--- src/rtl/button_debounce.sv ---
// button_debounce: per-channel two-flop synchroniser followed by a
// four-state debounce FSM. A channel's clean level changes only after the
// synchronised pin has held its new value for STABLE_CYCLES consecutive
// clocks; busy flags the channels currently qualifying a candidate change.
module button_debounce #(
    parameter int WIDTH         = 1,
    parameter int STABLE_CYCLES = 250000,
    parameter int CNT_W         = 18
) (
    input  logic             clk,
    input  logic             reset,
    input  logic [WIDTH-1:0] in,
    output logic [WIDTH-1:0] out,
    output logic [WIDTH-1:0] busy
);

    typedef enum logic [1:0] {
        IDLE_LOW  = 2'b00,
        WAIT_HIGH = 2'b01,
        IDLE_HIGH = 2'b10,
        WAIT_LOW  = 2'b11
    } state_t;

    // The last count value in a WAIT state; reaching it with the candidate
    // level still present commits the new level on that edge.
    localparam logic [CNT_W-1:0] CNT_LAST = CNT_W'(STABLE_CYCLES - 1);
    localparam logic [CNT_W-1:0] CNT_ONE  = CNT_W'(1);

    logic [WIDTH-1:0] sync_1;
    logic [WIDTH-1:0] sync_2;

    // Two-flop synchroniser: the raw pins are asynchronous, so nothing but
    // sync_2 may be looked at by the FSMs.
    always_ff @(posedge clk) begin
        // NOTE: sequential state uses non-blocking assignments so every flop
        // samples pre-edge values; blocking here would collapse the two stages.
        if (!reset) begin
            sync_1 <= '0;
            sync_2 <= '0;
        end else begin
            sync_1 <= in;
            sync_2 <= sync_1;
        end
    end

    for (genvar g = 0; g < WIDTH; g++) begin : g_ch
        state_t           state;
        logic [CNT_W-1:0] cnt;
        logic             level;
        logic             s;

        assign s = sync_2[g];

        // Debounce FSM: a candidate level must persist for STABLE_CYCLES
        // samples; any bounce back returns to the idle state with cnt cleared.
        always_ff @(posedge clk) begin
            if (!reset) begin
                state <= IDLE_LOW;
                cnt   <= '0;
                level <= 1'b0;
            end else begin
                unique case (state)
                    IDLE_LOW: begin
                        if (s) begin
                            state <= WAIT_HIGH;
                            cnt   <= CNT_ONE;
                        end else begin
                            cnt <= '0;
                        end
                    end
                    WAIT_HIGH: begin
                        if (!s) begin
                            state <= IDLE_LOW;
                            cnt   <= '0;
                        end else if (cnt == CNT_LAST) begin
                            state <= IDLE_HIGH;
                            level <= 1'b1;
                            cnt   <= '0;
                        end else begin
                            cnt <= cnt + CNT_ONE;
                        end
                    end
                    IDLE_HIGH: begin
                        if (!s) begin
                            state <= WAIT_LOW;
                            cnt   <= CNT_ONE;
                        end else begin
                            cnt <= '0;
                        end
                    end
                    WAIT_LOW: begin
                        if (s) begin
                            state <= IDLE_HIGH;
                            cnt   <= '0;
                        end else if (cnt == CNT_LAST) begin
                            state <= IDLE_LOW;
                            level <= 1'b0;
                            cnt   <= '0;
                        end else begin
                            cnt <= cnt + CNT_ONE;
                        end
                    end
                    default: begin
                        state <= IDLE_LOW;
                        cnt   <= '0;
                        level <= 1'b0;
                    end
                endcase
            end
        end

        // busy is a pure decode of the state register, so it tracks the
        // WAIT states with no extra cycle of latency.
        assign busy[g] = (state == WAIT_HIGH) || (state == WAIT_LOW);
        assign out[g]  = level;
    end

endmodule

--- config.mk ---
export PLATFORM = sky130hd
export DESIGN_NAME = button_debounce
export DESIGN_NICKNAME = d
export VERILOG_FILES = /design/src/rtl/button_debounce.sv
export SDC_FILE = /design/constraint.sdc
export NUM_CORES = 1
export LEC_CHECK = 0
export ABC_AREA = 1
export CAP_MARGIN = 20
export CORE_ASPECT_RATIO = 1.75
export CORE_MARGIN = 2
export CORE_UTILIZATION = 50
export CTS_CLUSTER_DIAMETER = 30
export DETAILED_ROUTE_END_ITERATION = 10
export PLACE_DENSITY = 0.68
export RECOVER_POWER = 25
export SETUP_SLACK_MARGIN = 0.02
export SLEW_MARGIN = 20
export SYNTH_ARGS = -nofsm -noshare
export SYNTH_HDL_FRONTEND = slang
export SYNTH_SLANG_ARGS = --single-unit
--- constraint.sdc ---
create_clock -name clk -period 2.8 [get_ports clk]
set_input_delay 0.56 -clock clk [delete_from_list [all_inputs] [get_ports clk]]
set_output_delay 0.56 -clock clk [all_outputs]
set_load 0.1 [all_outputs]
Yosys cells after proc, flatten, opt, wreduce, memory -nomap -nowiden
Cells that the tools add are included.
{"block": "op_classes", "add_sub_neg": 1, "n_eq_ne": 12, "n_mux": 18, "reduce_logical": 5}
{"operator": "18-bit one-hot mux with 4 select lines", "count": 1}
{"operator": "18-bit two-way mux", "count": 3}
{"operator": "18-bit by 1-bit adder with 18-bit output, second input constant", "count": 1}
{"operator": "18-bit == test, second input constant", "count": 1}
{"operator": "2-bit two-way mux", "count": 6}
{"operator": "2-bit inequality test, second input constant", "count": 6}
{"operator": "2-bit one-hot mux with 4 select lines", "count": 1}
{"operator": "1-bit two-way mux", "count": 6}
{"operator": "3-bit inequality test, second input constant", "count": 2}
{"operator": "5-bit AND reduction", "count": 1}
{"operator": "2-bit == test, second input constant", "count": 2}
{"operator": "4-bit AND reduction", "count": 1}
{"operator": "2-bit by 1-bit == test with 1-bit output, second input constant", "count": 1}
{"operator": "2-bit zero test", "count": 1}
{"operator": "1-bit one-hot mux with 2 select lines", "count": 1}
{"operator": "2-bit nonzero test", "count": 1}
{"operator": "1-bit logical OR", "count": 1}
{"block": "totals", "register_bits": 23, "in_bits": 3, "wordCells": 41}

Logic depth before layout (Yosys ltp)
Gate-level depths: netlist of the first run.
{"block": "depth", "ltp_word": 4, "ltp_mapped": 9, "mapped_depth_nobuf": 9}

Worst setup path before layout of the first run
Ideal clock, no wire load.
{"block": "synth_path", "kind": "flip-flop to output port", "from": "register g_ch[0].state[0]", "to": "output busy", "arrival_ns": 1.244, "setup_slack_ns": 0.996, "stages_incl_launch_ff": 2, "cell_sequence": "dfxtp_1 > clkbuf_1"}
{"block": "synth_between", "elab_chain_len": 2, "word_cells_on_any_way": 3, "classes_between": "eq/ne: 2; reduce/logical: 1"}
{"element": "start: declaration", "line_no": "47", "text": "state_t state;"}
{"element": "start signal: assignment", "line_no": "58", "text": "state <= IDLE_LOW;"}
{"element": "start signal: assignment", "line_no": "65", "text": "state <= WAIT_HIGH;"}
{"element": "start signal: assignment", "line_no": "73", "text": "state <= IDLE_LOW;"}
{"element": "2-bit by 1-bit == test with 1-bit output or 2-bit == test (tied branches)", "line_no": "114", "text": "assign busy[g] = (state == WAIT_HIGH) || (state == WAIT_LOW);"}
{"element": "1-bit logical OR (*)", "line_no": "114"}
{"element": "end: declaration", "line_no": "14", "text": "output logic [WIDTH-1:0] busy"}
Every way passes the cells marked *; elsewhere a longest branch is shown, timed or not.

Worst setup path in the final report of the first run
{"block": "layout_path", "from": "register g_ch[0].level, in the netlist out", "to": "output out"}
{"element": "start: declaration", "line_no": "49", "text": "logic level;"}
{"element": "start signal: assignment", "line_no": "60", "text": "level <= 1'b0;"}
{"element": "start signal: assignment", "line_no": "77", "text": "level <= 1'b1;"}
{"element": "start signal: assignment", "line_no": "97", "text": "level <= 1'b0;"}
{"element": "end: declaration", "line_no": "13", "text": "output logic [WIDTH-1:0] out,"}
No word-level cell between the ends.

==> results of run 1 <==
## cell usage in the layout, fill, tap and decap left out
master,instances
sky130_fd_sc_hd__clkbuf_8,3
sky130_fd_sc_hd__nand3_1,16
sky130_fd_sc_hd__nand4_1,6
sky130_fd_sc_hd__inv_1,21
sky130_fd_sc_hd__ha_1,1
sky130_fd_sc_hd__xnor2_1,2
sky130_fd_sc_hd__xor2_1,5
sky130_fd_sc_hd__inv_2,3
sky130_fd_sc_hd__nor2_1,28
sky130_fd_sc_hd__dlygate4sd3_1,1
sky130_fd_sc_hd__nor3_4,1
sky130_fd_sc_hd__clkinvlp_4,1
sky130_fd_sc_hd__nor2_2,1
sky130_fd_sc_hd__a21oi_1,4
sky130_fd_sc_hd__clkinv_1,1
sky130_fd_sc_hd__clkbuf_1,1
sky130_fd_sc_hd__nand2_1,44
sky130_fd_sc_hd__nor2_4,12
sky130_fd_sc_hd__o21ai_1,2
sky130_fd_sc_hd__clkdlybuf4s50_1,1
sky130_fd_sc_hd__a21boi_4,1
sky130_fd_sc_hd__nand2_4,2
sky130_fd_sc_hd__buf_4,1
sky130_fd_sc_hd__o21ai_0,4
sky130_fd_sc_hd__nand2_2,1
sky130_fd_sc_hd__nor3_1,2
sky130_fd_sc_hd__a31oi_1,1
sky130_fd_sc_hd__dfxtp_1,23
sky130_fd_sc_hd__nand3_2,1
## state kept, by name, summed over array words and instances (netlist names), named ones only
name / cells
out: 1
g_ch.state: 1
g_ch.cnt: 18
g_ch.s: 1
sync_1: 1
## kinds of logic (layout without fill, tap and decap cells)
logic type	Yosys count	count (layout)	synth area share, %
AOI/OAI and AO/OA	12	12	5.650
xor gates and xnor gates	7	7	4.614
adders and majority gates	1	1	0.9415
buffers and inverters	27	33	8.851
DFF	23	23	34.65
and+or+nand+nor	114	114	45.29
## final cells by class
cell class	count	area, um2	share of cell area [%]
well taps	26	32.53	2.307
clock inverters	1	7.507	0.5324
multi-input cells	134	743.2	52.71
repair buffers	4	31.28	2.218
inverters	25	93.84	6.655
clock buffers	3	41.29	2.928
flip-flops and latches	23	460.4	32.65
## layer usage
layer | vias up | wire (um)
li1 | 588 | -
met1 | 528 | 1034
met2 | 24 | 1497
met3 | 9 | 80
met4 | 0 | 82
met5 | - | 0
## tightest hold or removal path: stages, from the launching register on
cell                      delay (ps)
sky130_fd_sc_hd__dfxtp_1         310
sky130_fd_sc_hd__nand2_1          60
sky130_fd_sc_hd__inv_1            40
## final timing paths
path / start / endpoint / slack, ps / cells after the start
max: out / out / 760 / 1
min reg2reg: sync_1 / g_ch[0].s / 440 / 2
max reg2reg: g_ch[0].cnt[0] / g_ch[0].cnt[15] / 990 / 6
min: sync_1 / g_ch[0].s / 440 / 2
## report_power, final
part / switching (uW) / internal, uW / leakage, uW
clock network: 115 / 101 / 0.0000217
logic: 10.3 / 5.47 / 0.000291
registers: 2.03 / 329 / 0.000186
total: 127 / 436 / 0.000499
## stage by stage
step / worst slack [ps] / total power (uW) / std cells / hold WS [ps]
after global placement: 829.1 / 354.8 / 212 / 414.4
after floorplan: 996.1 / 349.0 / 184 / 390.0
after CTS: 1069 / 568.4 / 216 / 444.7
after detailed placement: 783.6 / 355.2 / 212 / 425.1
after global routing: 725.5 / 580.5 / 216 / 455.9
final: 757.2 / 562.8 / 216 / 442.8
==> results.md, run 1 <==
| Group | Quantity | Reported |
|:---|:---|:---|
| timing | Slew headroom | 21.30% |
| timing | Worst-margin pin slew | 1186 ps |
| clock network | H-tree depth reported by CTS | 1 |
| synth | Avg Synthesized Cell Area | 7.222 um2 |
| finish | Post-synthesis to final-layout area growth | 6.120% |
| finish | Final core utilization | 55.90% |
| global routing | Global-route usage over all layers | 19.81% |
| route | DRT iter0 DRCs | 34 |
| finish | Final instance area | 1410 um2 |
| worst setup path | CP max stage delay | 880 ps |
| clock network | TritonCTS Buffers | 3 |
| floorplanning | Number of placement rows | 24 |
| global routing | Met2 usage in global routing | 37.37% |
| finish | Antenna diodes | 0 |
| floorplanning | Core footprint | 2522 um2 |
| worst setup path | Critical path, cell by cell | clkbuf_1 |
| route | Detailed-route DRC error count | 0 |
| global routing | Number of global-route vias before repair | 1,071 |
| synth | Cell area after synthesis | 1329 um2 |
| synth | Number of synthesized flops with an enable pin | 0 |
| route | Antenna-violating nets left | 0 |
| timing | Final Hold Vio Count | 0 |
| synth | Number of warning messages in the yosys log | 0 |
| synth | Most frequent cells after synthesis | sky130_fd_sc_hd__nand2_1, sky130_fd_sc_hd__nor2_1, sky130_fd_sc_hd__dfxtp_1 |
| finish | Count of nets after finishing | 195 |
| worst setup path | Cell family contributing the most delay on the critical path | buffers and inverters |
| global routing | Met3 usage | 3.234% |
| run | Max-cap violations | 0 |
| synth | Syn nets | 188 |
| route | Number of vias in the routed layout | 1,149 |
| global routing | Global route hottest layer | met2 |
| synth | Cell accounting for the most synthesized area | sky130_fd_sc_hd__dfxtp_1 |
| clock network | Clock slew seen by the registers of the worst setup and hold paths | 90 ps |
| timing | Setup_tns | 0 ps |
| global routing | Overflow after GRT | 0 |
| floorplanning | Area of the die | 3102 um2 |
| route | Sum of routed wire length over all layers | 2.694 mm |
| timing | Crit path time final | 2043 ps |
| global routing | Maximum number of pins on one net before global-route repair | 16 |
| global routing | Initial antenna violation count | 0 |
| timing | Unrepaired setup endpoints after global routing | no |
| clock network | Clock insertion delay at the later pin of the skew report | 270 ps |
| synth | Share of Yosys cell area claimed by the top area cell type | 34.65% |
| placement | DPL Wire Length | 2.111 mm |
| timing | Peak Freq | 0.4895 GHz |
| pwr | Cell area power density | 399.2 nW/um2 |
| synth | Synth Register Bits | 23 |
| worst setup path | Required time of the critical path | 2240 ps |
| floorplanning | Die Span X | 42.97 um |
| hold path | Worst Hold Class | reg -> reg |
| clock network | Max Root-Sink Buffers | 2 |
| timing | Final Slew Violations | 0 |
| worst setup path | Max Fanout on Critical Path | 2 |
| worst setup path | Buffer and inverter count on the worst path | 1 |
| finish | Filler cells | 256 |
| placement | RD Place Congestion | 0.8707 |
| clock network | # clock sinks | 23 |
| worst setup path | Crit path max-delay cell type | sky130_fd_sc_hd__clkbuf_1 |
| clock network | Resized Gates After CTS | 0 |
| synth | Count of unique library cells instantiated by Yosys | 25 |
| route | Routed length per placed instance | 12.47 um |
| clock network | TritonCTS clock tree | yes |
| synth | Share of the yosys chip area belonging to registers | 34.65% |
| floorplanning | Height of the chip | 72.20 um |
| worst setup path | Setup crit end kind | primary output |
| placement | Count of port buffers added during placement | 4 |
| global routing | Met1 track demand over resource | 20.44% |
| finish | Share of cells above drive strength 1 | 14.21% |
| placement | Placed inst area | 1373 um2 |
| worst setup path | Start-to-end type of the worst setup path | reg -> out |
| synth | Largest cells by area after synthesis | sky130_fd_sc_hd__dfxtp_1, sky130_fd_sc_hd__nand2_1, sky130_fd_sc_hd__nor2_4 |
| route | Average via count per standard cell | 5.319 |
| timing | Post-route fraction of the period consumed by the critical path | 72.96% |
| synth | Fraction of registers with async set or reset after synthesis | 0% |
| synth | Most used flip-flop cell after synthesis | sky130_fd_sc_hd__dfxtp_1 |
| run status | Status | finished clean |
| floorplanning | IO Pins | 5 |
| worst setup path | Critical Path AT | 1480 ps |
| pwr | Cell leakage power | 0.0004989 uW |
| route | First-pass iteration count of the detailed router | 4 |
| worst setup path | Startpoint type of the worst setup path | flop |
| clock network | Post-CTS setup buffers | 0 |
| global routing | First-pass GRT wire length | 4.629 mm |
| timing | Number of endpoints failing setup at the final stage | 0 |
| floorplanning | Effective utilization at floorplan | 52.68% |
| synth | Library cell with the highest instance count after synthesis | sky130_fd_sc_hd__nand2_1 |
| pwr | IR Drop Worst-Case VDD | 0.4288 mV |
| synth | Gate Count Post-Synth | 184 |
| timing | Maximum clock skew at final layout | 3.262 ps |
| clock network | Library cell used as clock root buffer | sky130_fd_sc_hd__clkbuf_8 |
| clock network | Cts-stage hold buffer count | 0 |
Power figures use the tool's default switching activity.
==> run 2, diff against run 1 <==
PLACE_DENSITY = 0.71   (was 0.68)
clock period = 1.7 ns   (was 2.8 ns; I/O delays follow)
==> run 2 against run 1 <==
Net effect:
- sequential share of layout area fell by 0.54 points
- utilization rose by 0.94 points
- die area did not move
- routed wire length rose by 4.7%
==> results.md, run 2 (synthesis gave the netlist of run 1 again) <==
| Group | Quantity | Reported | vs previous |
|:---|:---|:---|:---|
| timing | PnR worst setup slack | 178.3 ps | -579.0 ps |
| global routing | Maximum number of pins on one net before global-route repair | 16 | unchanged |
| timing | Final Slew Violations | 0 | unchanged |
| floorplanning | Effective utilization at floorplan | 52.68% | unchanged |
| hold path | Critical hold path startpoint | sync_1 |  |
| floorplanning | Height of the chip | 72.20 um | unchanged |
| worst setup path | Critical Path AT | 1180 ps | -300 ps |
| clock network | Cts-stage hold buffer count | 0 | unchanged |
| timing | Worst-margin pin slew | 547.8 ps | -637.7 ps |
| pwr | IR Drop Worst-Case VDD | 0.5102 mV | +19% |
| route | DRT iter0 DRCs | 55 | +62% |
| worst setup path | Setup crit end kind | primary output |  |
| worst setup path | Critical path, cell by cell | buf_2 |  |
| finish | Share of cells above drive strength 1 | 15.63% | +1.4 points |
| worst setup path | Startpoint of the most critical register-to-register path | g_ch[0].cnt[0] |  |
| clock network | H-tree depth reported by CTS | 1 | unchanged |
| timing | Final Hold Vio Count | 0 | unchanged |
| clock network | Max Root-Sink Buffers | 2 | unchanged |
| worst setup path | Start-to-end type of the worst setup path | reg -> out |  |
| placement | Total placed cells including tap cells | 214 | +0.94% |
| worst setup path | Crit path max-delay cell type | sky130_fd_sc_hd__buf_2 |  |
| timing | Slew headroom | 63.64% | +42 points |
| placement | Place WS | 78.46 ps | -705.1 ps |
| finish | Antenna diodes | 0 | unchanged |
| floorplanning | Number of placement rows | 24 | unchanged |
| worst setup path | Required time of the critical path | 1360 ps | -880 ps |
| placement | DPL Wire Length | 2.280 mm | +8.0% |
| global routing | Number of global-route vias before repair | 1,238 | +16% |
| run | Max-cap violations | 0 | unchanged |
| clock network | Post-CTS setup buffers | 0 | unchanged |
| worst setup path | Buffer and inverter count on the worst path | 1 | unchanged |
| finish | Post-synthesis to final-layout area growth | 7.910% |  |
| hold path | End point of the most critical hold path | g_ch[0].s |  |
| route | Sum of routed wire length over all layers | 2.820 mm | +4.7% |
| finish | Final non-filler cell total | 218 | +0.93% |
| finish | Final instance area | 1434 um2 | +1.7% |
| route | Detailed-route DRC error count | 0 | unchanged |
| worst setup path | Cell family contributing the most delay on the critical path | buffers and inverters |  |
| finish | Most frequent standard cell in the layout excluding fill and tap cells | sky130_fd_sc_hd__nand2_1 |  |
| finish | Multi-input gate area | 759.5 um2 | +2.2% |
| global routing | Overflow after GRT | 0 | unchanged |
| timing | Maximum clock skew at final layout | 3.717 ps | +0.4547 ps |
| finish | Storage cell area | 460.4 um2 | unchanged |
| floorplanning | Area of the die | 3102 um2 | unchanged |
| pwr | Cell area power density | 634.7 nW/um2 | +59% |
| timing | Setup_tns | 0 ps | unchanged |
| timing | Number of endpoints failing setup at the final stage | 0 | unchanged |
| pwr | Pwr Total | 910.1 uW | +62% |
| worst setup path | CP max stage delay | 470 ps | -410 ps |
| run status | Status | finished clean |  |
| floorplanning | Core footprint | 2522 um2 | unchanged |
| floorplanning | IO Pins | 5 | unchanged |
| clock network | TritonCTS clock tree | yes |  |
| pwr | Cell leakage power | 0.0004972 uW | -0.34% |
| worst setup path | Startpoint type of the worst setup path | flop |  |
| route | First-pass iteration count of the detailed router | 5 | +1 |
| finish | Largest register by flop count | g_ch.cnt |  |
| finish | Commonest non-fill, non-tap cells in the layout | sky130_fd_sc_hd__nand2_1, sky130_fd_sc_hd__nor2_1, sky130_fd_sc_hd__dfxtp_1, sky130_fd_sc_hd__inv_1, sky130_fd_sc_hd__nand3_1 |  |
| route | Average via count per standard cell | 5.408 | +1.7% |
| placement | RD Place Congestion | 0.9050 | +3.9% |
| route | Antenna-violating nets left | 0 | unchanged |
| worst setup path | Flop-to-flop setup slack | 190 ps | -800 ps |
| finish | Count of nets after finishing | 197 | +1.0% |
| worst setup path | Max Fanout on Critical Path | 6 | +4 |
| clock network | Clock slew seen by the registers of the worst setup and hold paths | 80 ps | about the same |
| global routing | Initial antenna violation count | 0 | unchanged |
| global routing | First-pass GRT wire length | 5.071 mm | +9.5% |
| worst setup path | Reg2Reg Depth | 6 | unchanged |
| timing | Crit path time final | 1522 ps |  |
| hold path | Worst Hold Class | reg -> reg |  |
| finish | Max FFs per register | 18 | unchanged |
| clock network | Library cell used as clock root buffer | sky130_fd_sc_hd__clkbuf_8 |  |
| timing | Unrepaired setup endpoints after global routing | no |  |
| clock network | Clock insertion delay at the later pin of the skew report | 260 ps | about the same |
| global routing | Global-route usage over all layers | 21.15% | +1.3 points |
| timing | Peak Freq | 0.6571 GHz |  |
| timing | Post-route fraction of the period consumed by the critical path | 89.51% |  |
| clock network | TritonCTS Buffers | 3 | unchanged |
| route | Number of vias in the routed layout | 1,179 | +2.6% |
| clock network | # clock sinks | 23 | unchanged |
| finish | Filler cells | 258 | +0.78% |
| route | Routed length per placed instance | 12.94 um | +3.7% |
| placement | Placed inst area | 1413 um2 | +2.9% |
| placement | Count of port buffers added during placement | 4 | unchanged |
| floorplanning | Die Span X | 42.97 um | unchanged |
| worst setup path | End of the worst register-to-register path | g_ch[0].cnt[15] |  |
| clock network | Resized Gates After CTS | 0 | unchanged |
| hold path | Hold depth | 2 | unchanged |
[run 2: cell type report]
class	count	area share, %
multi-input cells	134	52.97
inverters	25	6.544
well taps	26	2.269
flip-flops and latches	23	32.11
clock inverters	1	0.3490
clock buffers	3	2.880
repair buffers	6	2.880
[run 2: worst min-delay path, cell delays in order (launching register included)]
cell and delay (ps):
sky130_fd_sc_hd__dfxtp_1 310, sky130_fd_sc_hd__nand2_1 50, sky130_fd_sc_hd__inv_1 30
[run 2: how the worst max path moves through the flow]
stage,to,slack (ps),cells past startpoint,from
4_1_cts,g_ch[0].cnt[10],50,6,g_ch[0].cnt[0]
3_5_place_dp,g_ch[0].cnt[10],80,6,g_ch[0].cnt[0]
3_3_place_gp,g_ch[0].cnt[15],130,6,reset
5_1_grt,flop,70,9,g_ch[0].cnt[0]
6_report,busy,180,1,g_ch[0].state[0]
2_1_floorplan,busy,120,1,g_ch[0].state[0]
[run 2: through the flow]
stage,hold slack [ps],util (%)
2_1_floorplan,390.0,-
3_3_place_gp,401.3,56.00
3_5_place_dp,407.9,56.00
4_1_cts,427.1,57.84
5_1_grt,456.5,56.85
6_report,426.5,56.85
[run 2: layer usage]
layer	vias up	GRT usage [%]	part of all wire, %
met4	0	11.45	3.4
met2	28	43.10	58
met5	-	0	0
met3	13	2.736	2.4
li1	589	-	-
met1	549	18.65	36
[run 2: power by group]
group	total (uW)	internal (uW)	switching (uW)
Clock	337	164	174
Combinational	27.5	9.63	17.9
Sequential	545	542	3.39
Total	910	715	195
==> run 3, diff against run 2 <==
CORE_UTILIZATION = 46   (was 50)
PLACE_DENSITY = 0.66   (was 0.71)
==> run 3 against run 2 <==
Net effect:
- worst hold slack lost 2.1 ps
- cell area grew 0.44%
- via count grew 0.34%
- cell count grew 0.46%
- sequential cell count is the same
- clock-buffer cell count is the same
- sequential power is essentially flat
- routed wire length grew 2.7%
- power grew 0.51%
- first-iteration DRC count shrank 42%
- utilization shrank 3.9 points
==> results.md, run 3 (synthesis gave the netlist of run 1 again) <==
| Group | Quantity | Reported | vs previous |
|:---|:---|:---|:---|
| clock network | Library cell used as clock root buffer | sky130_fd_sc_hd__clkbuf_8 |  |
| pwr | Pwr Total | 914.8 uW | +0.51% |
| clock network | Max Root-Sink Buffers | 2 | unchanged |
| global routing | Maximum number of pins on one net before global-route repair | 16 | unchanged |
| worst setup path | Start-to-end type of the worst setup path | reg -> out |  |
| finish | Post-synthesis to final-layout area growth | 8.380% |  |
| timing | Worst-margin pin slew | 546.4 ps | -1.448 ps |
| timing | Slew headroom | 63.73% | +0.096 points |
| route | Number of vias in the routed layout | 1,183 | +0.34% |
| timing | Number of endpoints failing setup at the final stage | 0 | unchanged |
| worst setup path | Crit path from | g_ch[0].state[0] |  |
| placement | Placed inst area | 1414 um2 | about the same |
| placement | Place WS | 90.66 ps | +12.20 ps |
| finish | Antenna diodes | 0 | unchanged |
| floorplanning | Effective utilization at floorplan | 48.83% | -3.9 points |
| route | Sum of routed wire length over all layers | 2.896 mm | +2.7% |
| route | Antenna-violating nets left | 0 | unchanged |
| timing | Setup_tns | 0 ps | unchanged |
| route | DRT iter0 DRCs | 32 | -42% |
| timing | Final hold slack | 424.3 ps | -2.148 ps |
| timing | Maximum clock skew at final layout | 2.267 ps | -1.450 ps |
| route | Average via count per standard cell | 5.402 | -0.12% |
| finish | Final instance area | 1440 um2 | +0.44% |
| timing | Final Hold Vio Count | 0 | unchanged |
| placement | Count of port buffers added during placement | 4 | unchanged |
| timing | Crit path time final | 1555 ps | +33.12 ps |
| timing | Peak Freq | 0.6431 GHz | -2.1% |
| finish | Most frequent standard cell in the layout excluding fill and tap cells | sky130_fd_sc_hd__nand2_1 |  |
| worst setup path | Setup crit end kind | primary output |  |
| clock network | TritonCTS clock tree | yes |  |
| global routing | Initial antenna violation count | 0 | unchanged |
| worst setup path | Required time of the critical path | 1360 ps | about the same |
| worst setup path | Cell family contributing the most delay on the critical path | buffers and inverters |  |
| floorplanning | Number of placement rows | 25 | +4.2% |
| global routing | First-pass GRT wire length | 4.857 mm | -4.2% |
| finish | Commonest non-fill, non-tap cells in the layout | sky130_fd_sc_hd__nand2_1, sky130_fd_sc_hd__nor2_1, sky130_fd_sc_hd__dfxtp_1, sky130_fd_sc_hd__inv_1, sky130_fd_sc_hd__nand3_1 |  |
| hold path | Worst Hold Class | reg -> reg |  |
| worst setup path | Startpoint of the most critical register-to-register path | g_ch[0].cnt[0] |  |
| run | Max-cap violations | 0 | unchanged |
| clock network | TritonCTS Buffers | 3 | unchanged |
| timing | Final Slew Violations | 0 | unchanged |
| clock network | # clock sinks | 23 | unchanged |
| finish | Max FFs per register | 18 | unchanged |
| placement | DPL Wire Length | 2.304 mm | +1.0% |
| global routing | Global-route usage over all layers | 19.95% | -1.2 points |
| finish | Filler cells | 269 | +4.3% |
| route | Routed length per placed instance | 13.22 um | +2.2% |
| worst setup path | Crit path max-delay cell type | sky130_fd_sc_hd__clkbuf_2 |  |
| floorplanning | Height of the chip | 75.10 um | +4.0% |
| worst setup path | Reg2Reg Depth | 5 | -1 |
| floorplanning | Die Span X | 44.63 um | +3.9% |
| floorplanning | Core footprint | 2721 um2 | +7.9% |
| finish | Largest register by flop count | g_ch.cnt |  |
| pwr | Cell leakage power | 0.0004964 uW | -0.16% |
| worst setup path | Critical Path AT | 1210 ps | +30 ps |
| clock network | Clock insertion delay at the later pin of the skew report | 270 ps | about the same |
| floorplanning | IO Pins | 5 | unchanged |
| worst setup path | Buffer and inverter count on the worst path | 1 | unchanged |
| global routing | Number of global-route vias before repair | 1,190 | -3.9% |
| pwr | Cell area power density | 635.2 nW/um2 | about the same |
| run status | Status | finished clean |  |
| hold path | Critical hold path startpoint | sync_1 |  |
| timing | Post-route fraction of the period consumed by the critical path | 91.46% | +1.9 points |
| global routing | Overflow after GRT | 0 | unchanged |
| hold path | Hold depth | 2 | unchanged |
| finish | Count of nets after finishing | 197 | unchanged |
| finish | Share of cells above drive strength 1 | 16.15% | +0.52 points |
| clock network | Cts-stage hold buffer count | 0 | unchanged |
| pwr | IR Drop Worst-Case VDD | 0.5264 mV | +3.2% |
| worst setup path | CP max stage delay | 500 ps | +30 ps |
| worst setup path | End of the worst register-to-register path | g_ch[0].cnt[6] |  |
| hold path | End point of the most critical hold path | g_ch[0].s |  |
| worst setup path | Max Fanout on Critical Path | 6 | unchanged |
| placement | RD Place Congestion | 0.8812 | -2.6% |
| worst setup path | Startpoint type of the worst setup path | flop |  |
| clock network | H-tree depth reported by CTS | 1 | unchanged |
| worst setup path | Critical path, cell by cell | clkbuf_2 |  |
| worst setup path | Flop-to-flop setup slack | 190 ps | about the same |
| clock network | Clock slew seen by the registers of the worst setup and hold paths | 80 ps | about the same |
| floorplanning | Area of the die | 3352 um2 | +8.0% |
| route | Detailed-route DRC error count | 0 | unchanged |
| route | First-pass iteration count of the detailed router | 4 | -1 |
| timing | Unrepaired setup endpoints after global routing | no |  |
| timing | PnR worst setup slack | 145.1 ps | -33.12 ps |
-- run 3: worst max-delay path by stage --
stage	cells past startpoint	slack [ps]	end
after floorplan	1	120	busy
after global placement	6	130	g_ch[0].cnt[10]
after detailed placement	6	90	g_ch[0].cnt[12]
after CTS	6	90	g_ch[0].cnt[12]
after global routing	7	90	g_ch[0].cnt[10]
final	1	150	busy
-- run 3: layout make-up --
class                   count  area [um2]  share of cell area [%]
repair buffers              6       41.29                   2.867
multi-input cells         134       764.5                   53.08
clock buffers               3       41.29                   2.867
clock inverters             1       5.005                  0.3475
well taps                  27       33.78                   2.346
inverters                  25       93.84                   6.516
flip-flops and latches     23       460.4                   31.97
-- run 3: stage by stage --
stage                     cells  utilization (%)
after floorplan             184                -
after detailed placement    215            51.95
after global routing        219            52.92
after CTS                   219            53.66
after global placement      215            51.95
final                       219            52.92
-- run 3: repair_timing --
| action | 4_1_cts | 5_1_grt |
|---|---|---|
| endpoints found under the setup margin | 0 | 15 |
| setup buffers | 0 | 0 |
| gates resized for setup | 0 | 2 |
-- run 3: per-layer routing --
metal	vias up	GRT usage [%]	routed length (um)
li1	589	-	-
met1	543	18.66	1019
met2	40	38.81	1660
met3	11	2.878	121
met4	0	11.45	94
met5	-	0	0
-- run 3: worst reg2reg max path: stages (launching register included) --
cell                      delay [ps]
sky130_fd_sc_hd__dfxtp_1         370
sky130_fd_sc_hd__ha_1            240
sky130_fd_sc_hd__nand4_1         210
sky130_fd_sc_hd__nor2_1          250
sky130_fd_sc_hd__xor2_1          260
sky130_fd_sc_hd__nor2_4           60
-- run 3: power breakdown --
group | switching, uW | total, uW | internal (uW)
sequential | 3.27 | 545 | 542
combinational | 17.9 | 27.5 | 9.62
clock | 178 | 342 | 164
total | 199 | 915 | 715
